$ cat config.mk
export PLATFORM = sky130hd
export DESIGN_NAME = bs_out_pack
export DESIGN_NICKNAME = d
export VERILOG_FILES = /design/src/rtl/bs_out_pack.sv
export SDC_FILE = /design/constraint.sdc
export NUM_CORES = 1
export LEC_CHECK = 0
export CAP_MARGIN = 40
export CORE_MARGIN = 2
export CORE_UTILIZATION = 45
export DETAILED_ROUTE_END_ITERATION = 12
export GPL_ROUTABILITY_DRIVEN = 1
export SLEW_MARGIN = 20
export SYNTH_ARGS = -nofsm -noshare
export SYNTH_HDL_FRONTEND = slang
export SYNTH_SLANG_ARGS = --single-unit
$ cat constraint.sdc
create_clock -name clk -period 4.85 [get_ports clk]
set_input_delay 0.7275 -clock clk [delete_from_list [all_inputs] [get_ports clk]]
set_output_delay 0.7275 -clock clk [all_outputs]
set_load 0.02 [all_outputs]
$ cat src/rtl/bs_out_pack.sv
// Deflate output packer: reorders concatenator words into sink byte order, buffers them in a
// first-word-fall-through FIFO and closes the stream with a zero-padded final beat.
// Optional macro BS_OUT_BITREV_EN bit-reverses each byte (earliest stream bit at byte LSB).
module bs_out_pack #(
    parameter int FIFO_DEPTH = 8,
    parameter int AFULL_LVL  = FIFO_DEPTH - 2
) (
    input  logic        clk,
    input  logic        rstn,
    input  logic        val_i,
    input  logic [31:0] dat_i,
    input  logic        flush_i,
    input  logic [31:0] flush_dat_i,
    input  logic [4:0]  flush_numb_i,
    output logic        afull_o,
    output logic        err_o,
    output logic        val_o,
    output logic [31:0] dat_o,
    output logic [2:0]  byte_num_o,
    output logic        last_o,
    input  logic        rdy_i,
    output logic        done_o
);

    localparam int AW = $clog2(FIFO_DEPTH);
    localparam int CW = AW + 1;
    localparam logic [CW-1:0] DEPTH_C = CW'(FIFO_DEPTH);
    localparam logic [CW-1:0] AFULL_C = CW'(AFULL_LVL);
    localparam logic [AW-1:0] PTR_ONE = AW'(1);

    typedef enum logic [1:0] {
        ST_STREAM     = 2'd0,
        ST_FLUSH_PEND = 2'd1,
        ST_DRAIN      = 2'd2
    } state_t;

    typedef struct packed {
        logic [31:0] dat;
        logic [2:0]  byte_num;
        logic        last;
    } entry_t;

    function automatic logic [7:0] order_byte(input logic [7:0] b);
        logic [7:0] r;
`ifdef BS_OUT_BITREV_EN
        for (int i = 0; i < 8; i++) begin
            r[i] = b[7-i];
        end
`else
        r = b;
`endif
        return r;
    endfunction

    // Stream byte k (counted from the MSB end) lands in output byte lane k.
    function automatic logic [31:0] order_word(input logic [31:0] w);
        logic [31:0] r;
        for (int k = 0; k < 4; k++) begin
            r[8*k +: 8] = order_byte(w[31-8*k -: 8]);
        end
        return r;
    endfunction

    function automatic entry_t data_entry(input logic [31:0] w);
        entry_t e;
        e.dat      = order_word(w);
        e.byte_num = 3'd4;
        e.last     = 1'b0;
        return e;
    endfunction

    // Residual bits are left-aligned so the earliest one becomes stream bit 0; the rest is zero pad.
    function automatic entry_t flush_entry(input logic [31:0] fd, input logic [4:0] n);
        entry_t      e;
        logic [5:0]  shamt;
        logic [5:0]  bits_up;
        logic [31:0] aligned;
        shamt      = 6'd32 - {1'b0, n};
        aligned    = (n == 5'd0) ? 32'd0 : (fd << shamt);
        bits_up    = {1'b0, n} + 6'd7;
        e.dat      = order_word(aligned);
        e.byte_num = bits_up[5:3];
        e.last     = 1'b1;
        return e;
    endfunction

    state_t          state_r;
    entry_t          pend_r;
    entry_t          mem_r [FIFO_DEPTH];
    logic [AW-1:0]   wr_ptr_r;
    logic [AW-1:0]   rd_ptr_r;
    logic [CW-1:0]   mem_cnt_r;

    state_t          nxt_state_s;
    logic            pop_s;
    logic            space_s;
    logic            push_req_s;
    logic            push_ok_s;
    logic            pend_load_s;
    logic            drop_err_s;
    logic            ovf_err_s;
    logic            load_s;
    logic            val_nxt_s;
    logic [CW-1:0]   occ_s;
    logic [CW-1:0]   mem_cnt_nxt_s;
    logic [CW-1:0]   occ_nxt_s;
    entry_t          push_ent_s;
    entry_t          head_s;

    // Push arbitration, FSM next state, and FIFO/output-stage bookkeeping.
    always_comb begin
        pop_s       = val_o && rdy_i;
        occ_s       = mem_cnt_r + {{AW{1'b0}}, val_o};
        space_s     = (occ_s < DEPTH_C) || pop_s;
        push_req_s  = 1'b0;
        push_ent_s  = '0;
        pend_load_s = 1'b0;
        drop_err_s  = 1'b0;
        nxt_state_s = state_r;
        case (state_r)
            ST_STREAM: begin
                if (val_i) begin
                    push_req_s = 1'b1;
                    push_ent_s = data_entry(dat_i);
                    if (flush_i) begin
                        pend_load_s = 1'b1;
                        nxt_state_s = ST_FLUSH_PEND;
                    end else begin
                        nxt_state_s = ST_STREAM;
                    end
                end else if (flush_i) begin
                    push_req_s = 1'b1;
                    push_ent_s = flush_entry(flush_dat_i, flush_numb_i);
                    if (space_s) begin
                        nxt_state_s = ST_DRAIN;
                    end else begin
                        nxt_state_s = ST_STREAM;
                    end
                end else begin
                    nxt_state_s = ST_STREAM;
                end
            end
            ST_FLUSH_PEND: begin
                // The latched flush beat simply waits for room; it is never lost.
                push_req_s = 1'b1;
                push_ent_s = pend_r;
                drop_err_s = val_i || flush_i;
                if (space_s) begin
                    nxt_state_s = ST_DRAIN;
                end else begin
                    nxt_state_s = ST_FLUSH_PEND;
                end
            end
            ST_DRAIN: begin
                drop_err_s = val_i || flush_i;
                if (pop_s && last_o) begin
                    nxt_state_s = ST_STREAM;
                end else begin
                    nxt_state_s = ST_DRAIN;
                end
            end
            default: begin
                nxt_state_s = ST_STREAM;
            end
        endcase
        push_ok_s     = push_req_s && space_s;
        ovf_err_s     = push_req_s && !space_s && (state_r != ST_FLUSH_PEND);
        load_s        = (mem_cnt_r != '0) && (!val_o || pop_s);
        mem_cnt_nxt_s = mem_cnt_r + {{AW{1'b0}}, push_ok_s} - {{AW{1'b0}}, load_s};
        if (load_s) begin
            val_nxt_s = 1'b1;
        end else if (pop_s) begin
            val_nxt_s = 1'b0;
        end else begin
            val_nxt_s = val_o;
        end
        occ_nxt_s = mem_cnt_nxt_s + {{AW{1'b0}}, val_nxt_s};
        head_s    = mem_r[rd_ptr_r];
    end

    // FIFO storage; contents are don't-care until the pointers say otherwise.
    always_ff @(posedge clk) begin
        if (push_ok_s) begin
            mem_r[wr_ptr_r] <= push_ent_s;
        end
    end

    // Control state, pointers and the registered output stage.
    always_ff @(posedge clk or negedge rstn) begin
        if (!rstn) begin
            state_r    <= ST_STREAM;
            pend_r     <= '0;
            wr_ptr_r   <= '0;
            rd_ptr_r   <= '0;
            mem_cnt_r  <= '0;
            val_o      <= 1'b0;
            dat_o      <= 32'd0;
            byte_num_o <= 3'd0;
            last_o     <= 1'b0;
            afull_o    <= 1'b0;
            err_o      <= 1'b0;
            done_o     <= 1'b0;
        end else begin
            state_r   <= nxt_state_s;
            mem_cnt_r <= mem_cnt_nxt_s;
            val_o     <= val_nxt_s;
            afull_o   <= (occ_nxt_s >= AFULL_C);
            err_o     <= err_o || drop_err_s || ovf_err_s;
            done_o    <= pop_s && last_o;
            if (pend_load_s) begin
                pend_r <= flush_entry(flush_dat_i, flush_numb_i);
            end
            if (push_ok_s) begin
                wr_ptr_r <= wr_ptr_r + PTR_ONE;
            end
            if (load_s) begin
                rd_ptr_r   <= rd_ptr_r + PTR_ONE;
                dat_o      <= head_s.dat;
                byte_num_o <= head_s.byte_num;
                last_o     <= head_s.last;
            end
        end
    end

endmodule

# [Word level (Yosys, flattened, before mapping)]
# Memory sizes are Yosys's and may differ from the RTL's. A register that Yosys moved wholly into a read port is not among the register bits.
# Cells that the tools add are included.
[totals] memories=1 input_bits=74 ff_bits=52 mem_bits_rw=288 word_cells=65 out_inout_bits=40
[classes] shift=1 add_sub_neg=8 magnitude_cmp=2 reduce_logical=18 mux=21 eq_ne=3
[memory_table] name="mem_r" depth=8 width=36 rd=1 rd_ports_with_merged_regs=1 write_ports=1 line_no="89" source="entry_t mem_r [FIFO_DEPTH];"
[ops] operator="$mux W36" count=2
[ops] operator="$pmux W36 S2" count=1
[ops] operator="$mux W32" count=1
[ops] operator="$shl A32 B6 Y32" count=1
[ops] operator="$add A4 B1 Y4" count=3
[ops] operator="$mux W1" count=10
[ops] operator="$mux W2" count=5
[ops] operator="$add A3 B1 Y3 const B" count=2
[ops] operator="$add A5 B3 Y6 const B" count=1
[ops] operator="$logic_and A1 B1 Y1" count=6
[ops] operator="$pmux W2 S3" count=1
[ops] operator="$sub A6 B5 Y6 const A" count=1
[ops] operator="$logic_not A5 Y1" count=1
[ops] operator="$logic_or A1 B1 Y1" count=5
[ops] operator="$ge A4 B3 Y1 const B" count=1
[ops] operator="$lt A4 B4 Y1 const B" count=1
[ops] operator="$reduce_bool A4 Y1" count=1
[ops] operator="$sub A4 B1 Y4" count=1
[ops] operator="$logic_not A1 Y1" count=3
[ops] operator="$eq A2 B1 Y1 const B" count=1
[ops] operator="$eq A2 B2 Y1 const B" count=1
[ops] operator="$logic_not A2 Y1" count=1
[ops] operator="$ne A2 B1 Y1 const B" count=1
[ops] operator="$pmux W1 S2" count=1
[ops] operator="$reduce_or A2 Y1" count=1

# [Logic depth before layout (Yosys ltp)]
# Gate-level depths: netlist (run 1).
[logic_depth] word_depth=8 depth_mapped=15 mapped_depth_nobuf=15

# [Least setup slack after synthesis (run 1)]
# OpenSTA, ideal clock, no wires.
[synth_timing] path_kind="register to register" from="reg mem_cnt_r[1]" to="mem mem_r[2][0] (netlist name), enable pin" arrival_ns=3.984 path_stages_with_launch=7 slack_ns=0.384 path_buffers=0 t_required_ns=4.368 path_cell_list="dfrtp_1 ha_1 and4b_1 a21oi_1 o221a_2 nand2b_1 nor3b_1"
[synth_between] elab_chain_len=6
[synth_lines] element="from (decl)" line_no="92" source="logic [CW-1:0] mem_cnt_r;"
[synth_lines] element="from (signal assigned)" line_no="205" source="mem_cnt_r <= mem_cnt_nxt_s;"
[synth_lines] element="$add A4 B1 Y4" line_no="113" source="occ_s = mem_cnt_r + {{AW{1'b0}}, val_o};"
[synth_lines] element="$lt A4 B4 Y1" line_no="114" source="space_s = (occ_s < DEPTH_C) || pop_s;"
[synth_lines] element="$logic_or A1 B1 Y1" line_no="114"
[synth_lines] element="$logic_and A1 B1 Y1" line_no="166" source="push_ok_s = push_req_s && space_s;"
[synth_lines] element="$mux W1" line_no="183" source="if (push_ok_s) begin"
[synth_lines] element="$mux W1 (not written as such)" line_no="184" source="mem_r[wr_ptr_r] <= push_ent_s;"
[synth_lines] element="to (decl)" line_no="89"
# Every way passes these cells.

==> results of run 1 <==
==> metrics by stage <==
step	hold slack (ps)	std cells	utilization	instance area, um^2
after floorplan	432	1045	-	16700
after global placement	449	1592	0.505	18500
after detailed placement	452	1595	0.506	18500
after CTS	113	1666	0.540	19800
after global routing	130	1667	0.540	19800
final	122	1667	0.540	19800
==> worst register-to-register path: stages, from the launching register on <==
cell and delay, ps:
dfrtp_1 410, ha_1 220, and4b_1 170, a21oi_1 150, o221a_2 300, inv_1 60
ha_1 270, inv_1 40, ha_1 200, fa_1 510, ha_1 220, xor2_1 150
nand2_1 70, o21ai_0 70, a21o_1 170
==> area by class of cell <==
class / count / area [um^2]
fill: 2987 / 16800
sequential: 376 / 10900
multi-input combinational: 582 / 5540
timing repair buffer: 154 / 1500
clock buffer: 54 / 1100
tap: 468 / 586
clock inverter: 17 / 134
inverter: 16 / 60.1
==> how the worst max path moves through the flow <==
stage	from	to	slack (ps)
final	flush_numb_i[1]	mem_r[5][24]	1170
after global placement	flush_numb_i[1]	mem_r[4][16]	550
after floorplan	mem_cnt_r[1]	mem_r[2][0]	380
after global routing	flush_numb_i[1]	mem_r[0][16]	920
after CTS	flush_numb_i[1]	mem_r[4][16]	1250
after detailed placement	flush_numb_i[1]	mem_r[4][16]	710
==> metal layers <==
layer	GRT usage	up-vias	wire, um
li1	-	4403	-
met1	0.312	5066	18400
met2	0.329	322	18400
met3	0.0327	43	2260
met4	0.0487	0	611
met5	0	-	0
==> cells in the final DEF, fill, tap and decap left out, types with 10 or more instances in the layout <==
master / count
mux4_2: 102
o21ai_0: 48
clkdlybuf4s50_1: 111
edfxtp_1: 288
o21ai_1: 24
nand2_1: 54
clkbuf_16: 41
nor2_1: 52
a21oi_1: 59
dfrtp_1: 85
a22oi_1: 27
mux2_2: 10
inv_1: 15
ha_1: 16
mux2i_1: 56
buf_4: 35
nor3_1: 15
clkbuf_1: 10
==> registers in the layout, indices dropped and copies added, names as in the netlist <==
signal and flops:
mem_r 288, err_o 1, mem_cnt_r 4, done_o 1
byte_num_o 3, last_o 1, wr_ptr_r 3, dat_o 32
pend_r 36, val_o 1, state_r 2, afull_o 1
rd_ptr_r 3
==> cell families after synthesis <==
kind of cell / count (synthesis) / synth area share
adder cells (fa/ha/maj): 17 / 0.0132
XOR/XNOR: 9 / 0.00471
multiplexers: 170 / 0.179
flip-flops: 376 / 0.648
AND/OR/NAND/NOR: 170 / 0.0476
AO/OA/AOI/OAI: 216 / 0.0820
buffers and inverters: 87 / 0.0253
==> power breakdown <==
part / switching (mW) / total, mW / internal [mW]
clock network: 1.18 / 2.88 / 1.70
registers: 0.393 / 4.83 / 4.44
logic: 2.06 / 3.77 / 1.71
total: 3.63 / 11.5 / 7.85
==> impl_metrics.json, run 1 <==
{
  "outcome": "completed",
  "rrSetupSlack_ps": 1730,
  "pre_cts_slack_ps": 711,
  "static-leakage-power_nw": 6.97,
  "gp_congestion": 0.945,
  "power_density_nw_per_um2": 580,
  "cts_hold_buf": 0,
  "synthTopCellsByArea": "edfxtp_1, mux4_2, dfrtp_1",
  "synthFlopType": "edfxtp_1",
  "synth_nets": 1136,
  "path_class": "primary input to flip-flop",
  "drt.antenna.violating_nets": 0,
  "ys_types": 62,
  "worst_pin_slew_ps": 880,
  "hold_path_class": "primary input to asynchronous set/reset pin",
  "routed_wl_mm": 39.7,
  "antenna_cells": 0,
  "rsz0062_at_grt": "false",
  "clk_latency_ps": 530,
  "drv_cap": 0,
  "start_kind": "primary input",
  "drc": 0,
  "setup_viol": 0,
  "grt_remaining_overflow": 0,
  "drive_gt1_frac": 0.201,
  "critPathMaxStageDelay_ps": 670,
  "h-tree-depth": 2,
  "drt_iter0_drc": 641,
  "r2r_end": "afull_o",
  "fmax_mhz": 272,
  "routedWlPerCell_um": 23.8,
  "skew_ps": 7.89,
  "start_util": 0.457,
  "crit_fanout": 19,
  "cts_buffer_depth": 3,
  "core_um2": 36600,
  "cp_common_cell": "o21ai_0",
  "timing.reg2reg.worst_path_depth": 14,
  "ioPinCount": 114,
  "globalRouteTotalUtil": 0.210,
  "ys.warnings.count": 0,
  "clk_pin_slew_ps": 60,
  "crit_chain": "clkdlybuf4s50_1 -> inv_1 -> ha_1 -> buf_8 -> buf_4 -> nor3b_1 -> mux2i_1 -> nand2_1 -> o21ai_0 -> o21ai_0",
  "ys_seq_elements": 376,
  "final.setup.tns_ps": 0,
  "maxSlewViolCount": 0,
  "drt_first_pass_iters": 5,
  "avgViaCountPerCell": 5.90,
  "cts_resized": 0,
  "yosysMostFrequentCell": "edfxtp_1",
  "grt_start_max_net_pins": 76,
  "crit_path_end_kind": "flip-flop",
  "cts.sink_count": 376,
  "grt_pass1_wl_mm": 60.6,
  "num_vias": 9834,
  "synth_largest_type_area_fraction": 0.517,
  "synthesis.area_um2": 16700,
  "crit_required_ps": 5070,
  "post_cts_buffers": 0,
  "layout_setup_ws_ps": 1170,
  "syn_area_per_cell_um2": 16.0,
  "synthCells": 1045,
  "p_total_mw": 11.5,
  "numCtsBuffers": 39,
  "die_x_um": 197,
  "async_flop_share": 0.234,
  "seq_area_frac_synth": 0.648,
  "critPathBufInv": 4,
  "dieArea_um2": 38800,
  "cp.depth": 10,
  "antenna_found_initial": 0,
  "vdd_drop_max_uv": 421,
  "fin_crit_ps": 3680,
  "cp_data_arrival_time_ps": 3900,
  "dp_hpwl_mm": 25.6,
  "rr_startpoint": "mem_cnt_r[1]",
  "cts_root_buf": "clkbuf_16",
  "hold_viol": 0,
  "slowest_stage": "o21ai_0",
  "cts_tree": "done",
  "synth_edf_count": 288,
  "grt_pass1_vias": 9767,
  "cp_top_family": "buffers and inverters",
  "placementRows": 70,
  "slew-limit-headroom": 0.407,
  "port_buffers": 113,
  "area_delta_synth_final_pct": 18.2,
  "die_y_um": 197,
  "synth_common_cells": "edfxtp_1, mux4_2, dfrtp_1, a21oi_1, mux2i_1",
  "fin_crit_sh": 0.759,
  "yosys.area.top_type": "edfxtp_1",
  "fin_nets": 1260
}
Power figures use the tool's default switching activity.
==> inputs of run 2 (changes only) <==
==> constraint.sdc (replaced) <==
create_clock -name clk -period 3.5 [get_ports clk]
set_input_delay 0.525 -clock clk [delete_from_list [all_inputs] [get_ports clk]]
set_output_delay 0.525 -clock clk [all_outputs]
set_load 0.02 [all_outputs]
==> run 2 against run 1 <==
Net effect: clock skew up 5.7 ps; worst hold slack better by 280 ps; sequential power up 38%; clock power up 43%; combinational power up 45%; first-iteration DRC count up 41%; non-clock buffer count up 47; register-to-register slack worse by 1300 ps; critical endpoint is now afull_o; highest routed layer unchanged; final area up 2.7%; core utilization up 1.4 points; clock-buffer cell count up 1; total power up 42%.
==> impl_metrics.json, run 2 (synthesis gave the netlist of run 1 again) <==
{
  "drt.antenna.violating_nets": 0,
  "antenna_found_initial": 0,
  "drc": 0,
  "mostFrequentLayoutCells": "edfxtp_1, clkdlybuf4s50_1, mux4_2, dfrtp_1, buf_4",
  "area_delta_synth_final_pct": 21.3,
  "fin_crit_sh": 0.869,
  "cts_buffer_depth": 3,
  "fin_nets": 1308,
  "drive_gt1_frac": 0.235,
  "drt_iter0_drc": 902,
  "grt_pass1_vias": 10000,
  "slew-limit-headroom": 0.419,
  "worst_pin_slew_ps": 863,
  "fillCellCount": 2957,
  "static-leakage-power_nw": 7.26,
  "maxSlewViolCount": 0,
  "cts_tree": "done",
  "grt_remaining_overflow": 0,
  "cts_resized": 0,
  "gp_congestion": 0.970,
  "ioPinCount": 114,
  "crit_path_end_kind": "flip-flop",
  "largestRegisters": "mem_r x288, pend_r x36, dat_o x32",
  "avgViaCountPerCell": 5.80,
  "globalRouteTotalUtil": 0.213,
  "die_y_um": 197,
  "antenna_cells": 0,
  "clk_latency_ps": 540,
  "skew_ps": 13.6,
  "place_inst": 1639,
  "vdd_drop_max_uv": 563,
  "fmax_mhz": 329,
  "start_util": 0.457,
  "largest_reg_flops": 288,
  "cp_data_arrival_time_ps": 3450,
  "start_kind": "flip-flop",
  "rsz0062_at_grt": "false",
  "dieArea_um2": 38800,
  "dp_hpwl_mm": 26.0,
  "crit_required_ps": 3910,
  "layout_commonest_cell": "edfxtp_1",
  "setup_viol": 0,
  "post_cts_buffers": 0,
  "final_util": 0.555,
  "hold_viol": 0,
  "grt_pass1_wl_mm": 61.7,
  "cts.sink_count": 376,
  "grt_start_max_net_pins": 48,
  "power_density_nw_per_um2": 802,
  "num_vias": 9962,
  "hold_path_class": "primary input to asynchronous set/reset pin",
  "outcome": "completed",
  "drv_cap": 0,
  "drt_first_pass_iters": 5,
  "cts_root_buf": "clkbuf_16",
  "h-tree-depth": 2,
  "die_x_um": 197,
  "fin_crit_ps": 3040,
  "path_class": "flip-flop to flip-flop",
  "numCtsBuffers": 40,
  "routedWlPerCell_um": 23.3,
  "placementRows": 70,
  "routed_wl_mm": 40.1,
  "regMostFlops": "mem_r",
  "fin_cells": 1717,
  "crit_fanout": 4,
  "clk_pin_slew_ps": 60,
  "core_um2": 36600,
  "port_buffers": 113
}
[run 2: cell types whose count changed in the layout (fill, tap and decap cells not counted), sizes merged]
cell | before | now
buf | 43 | 89
bufinv | 2 | 3
clkbuf | 54 | 55
clkinv | 15 | 14
clkinvlp | 0 | 1
dlygate4sd3 | 0 | 1
inv | 16 | 17
[run 2: per-stage QoR]
stage	power [mW]	setup TNS (ps)	worst slack (ps)	hold slack, ps	cell area, um^2
4_1_cts	16.5	0	437	395	20300
2_1_floorplan	10.2	-190280	-966	229	16700
6_report	16.3	0	459	405	20300
5_1_grt	17.2	0	267	415	20300
3_3_place_gp	12.2	-190	-23.8	449	19000
3_5_place_dp	12.3	-857	-107	421	19000
[run 2: power by group]
group,leakage (nW),internal (mW),switching [mW]
clock,0.632,2.43,1.70
sequential,3.71,6.14,0.537
combinational,2.92,2.54,2.94
[run 2: path summary, 6_finish.rpt]
| check | startpoint | end | slack (ps) | cells past startpoint |
|---|---|---|---|---|
| hold / removal | rstn | dat_o[31] | 400 | 2 |
| min in group clk | pend_r[0] | pend_r[0] | 470 | 1 |
| hold reg to reg | pend_r[0] | pend_r[0] | 470 | 1 |
| setup reg to reg | mem_cnt_r[1] | afull_o | 460 | 14 |
| max in group asynchronous | rstn | pend_r[27] | 2250 | 4 |
| setup / recovery | mem_cnt_r[1] | afull_o | 460 | 14 |
[run 2: area by class of cell]
class                      instances  area (um^2)  share of cell area
sequential                       376        10900               0.535
clock buffer                      55         1100              0.0541
inverter                          16         60.1             0.00296
multi-input combinational        582         5540               0.273
timing repair buffer             201         1990              0.0978
tap                              468          586              0.0288
clock inverter                    19          181             0.00893
[run 2: metal layers]
| layer | GRT usage | up-vias | routed length, um |
|---|---|---|---|
| li1 | - | 4499 | - |
| met1 | 0.323 | 5090 | 19000 |
| met2 | 0.321 | 323 | 18100 |
| met3 | 0.0363 | 50 | 2220 |
| met4 | 0.0582 | 0 | 787 |
| met5 | 0 | - | 0 |
[run 2: repair_timing]
action | CTS | global route
hold buffers | 1 | 0
endpoints found under the hold margin | 15 | 0
setup endpoints to repair | 0 | 0
[run 2: worst max-delay path, stage by stage, from the launching register on]
cell and delay (ps):
dfrtp_1 420, ha_1 220, and4b_1 170, a21oi_1 160
o221a_2 230, inv_1 40, ha_1 260, inv_1 40
ha_1 200, fa_1 500, ha_1 210, xor2_1 160
nand2_1 70, o21ai_0 70, a21o_1 170
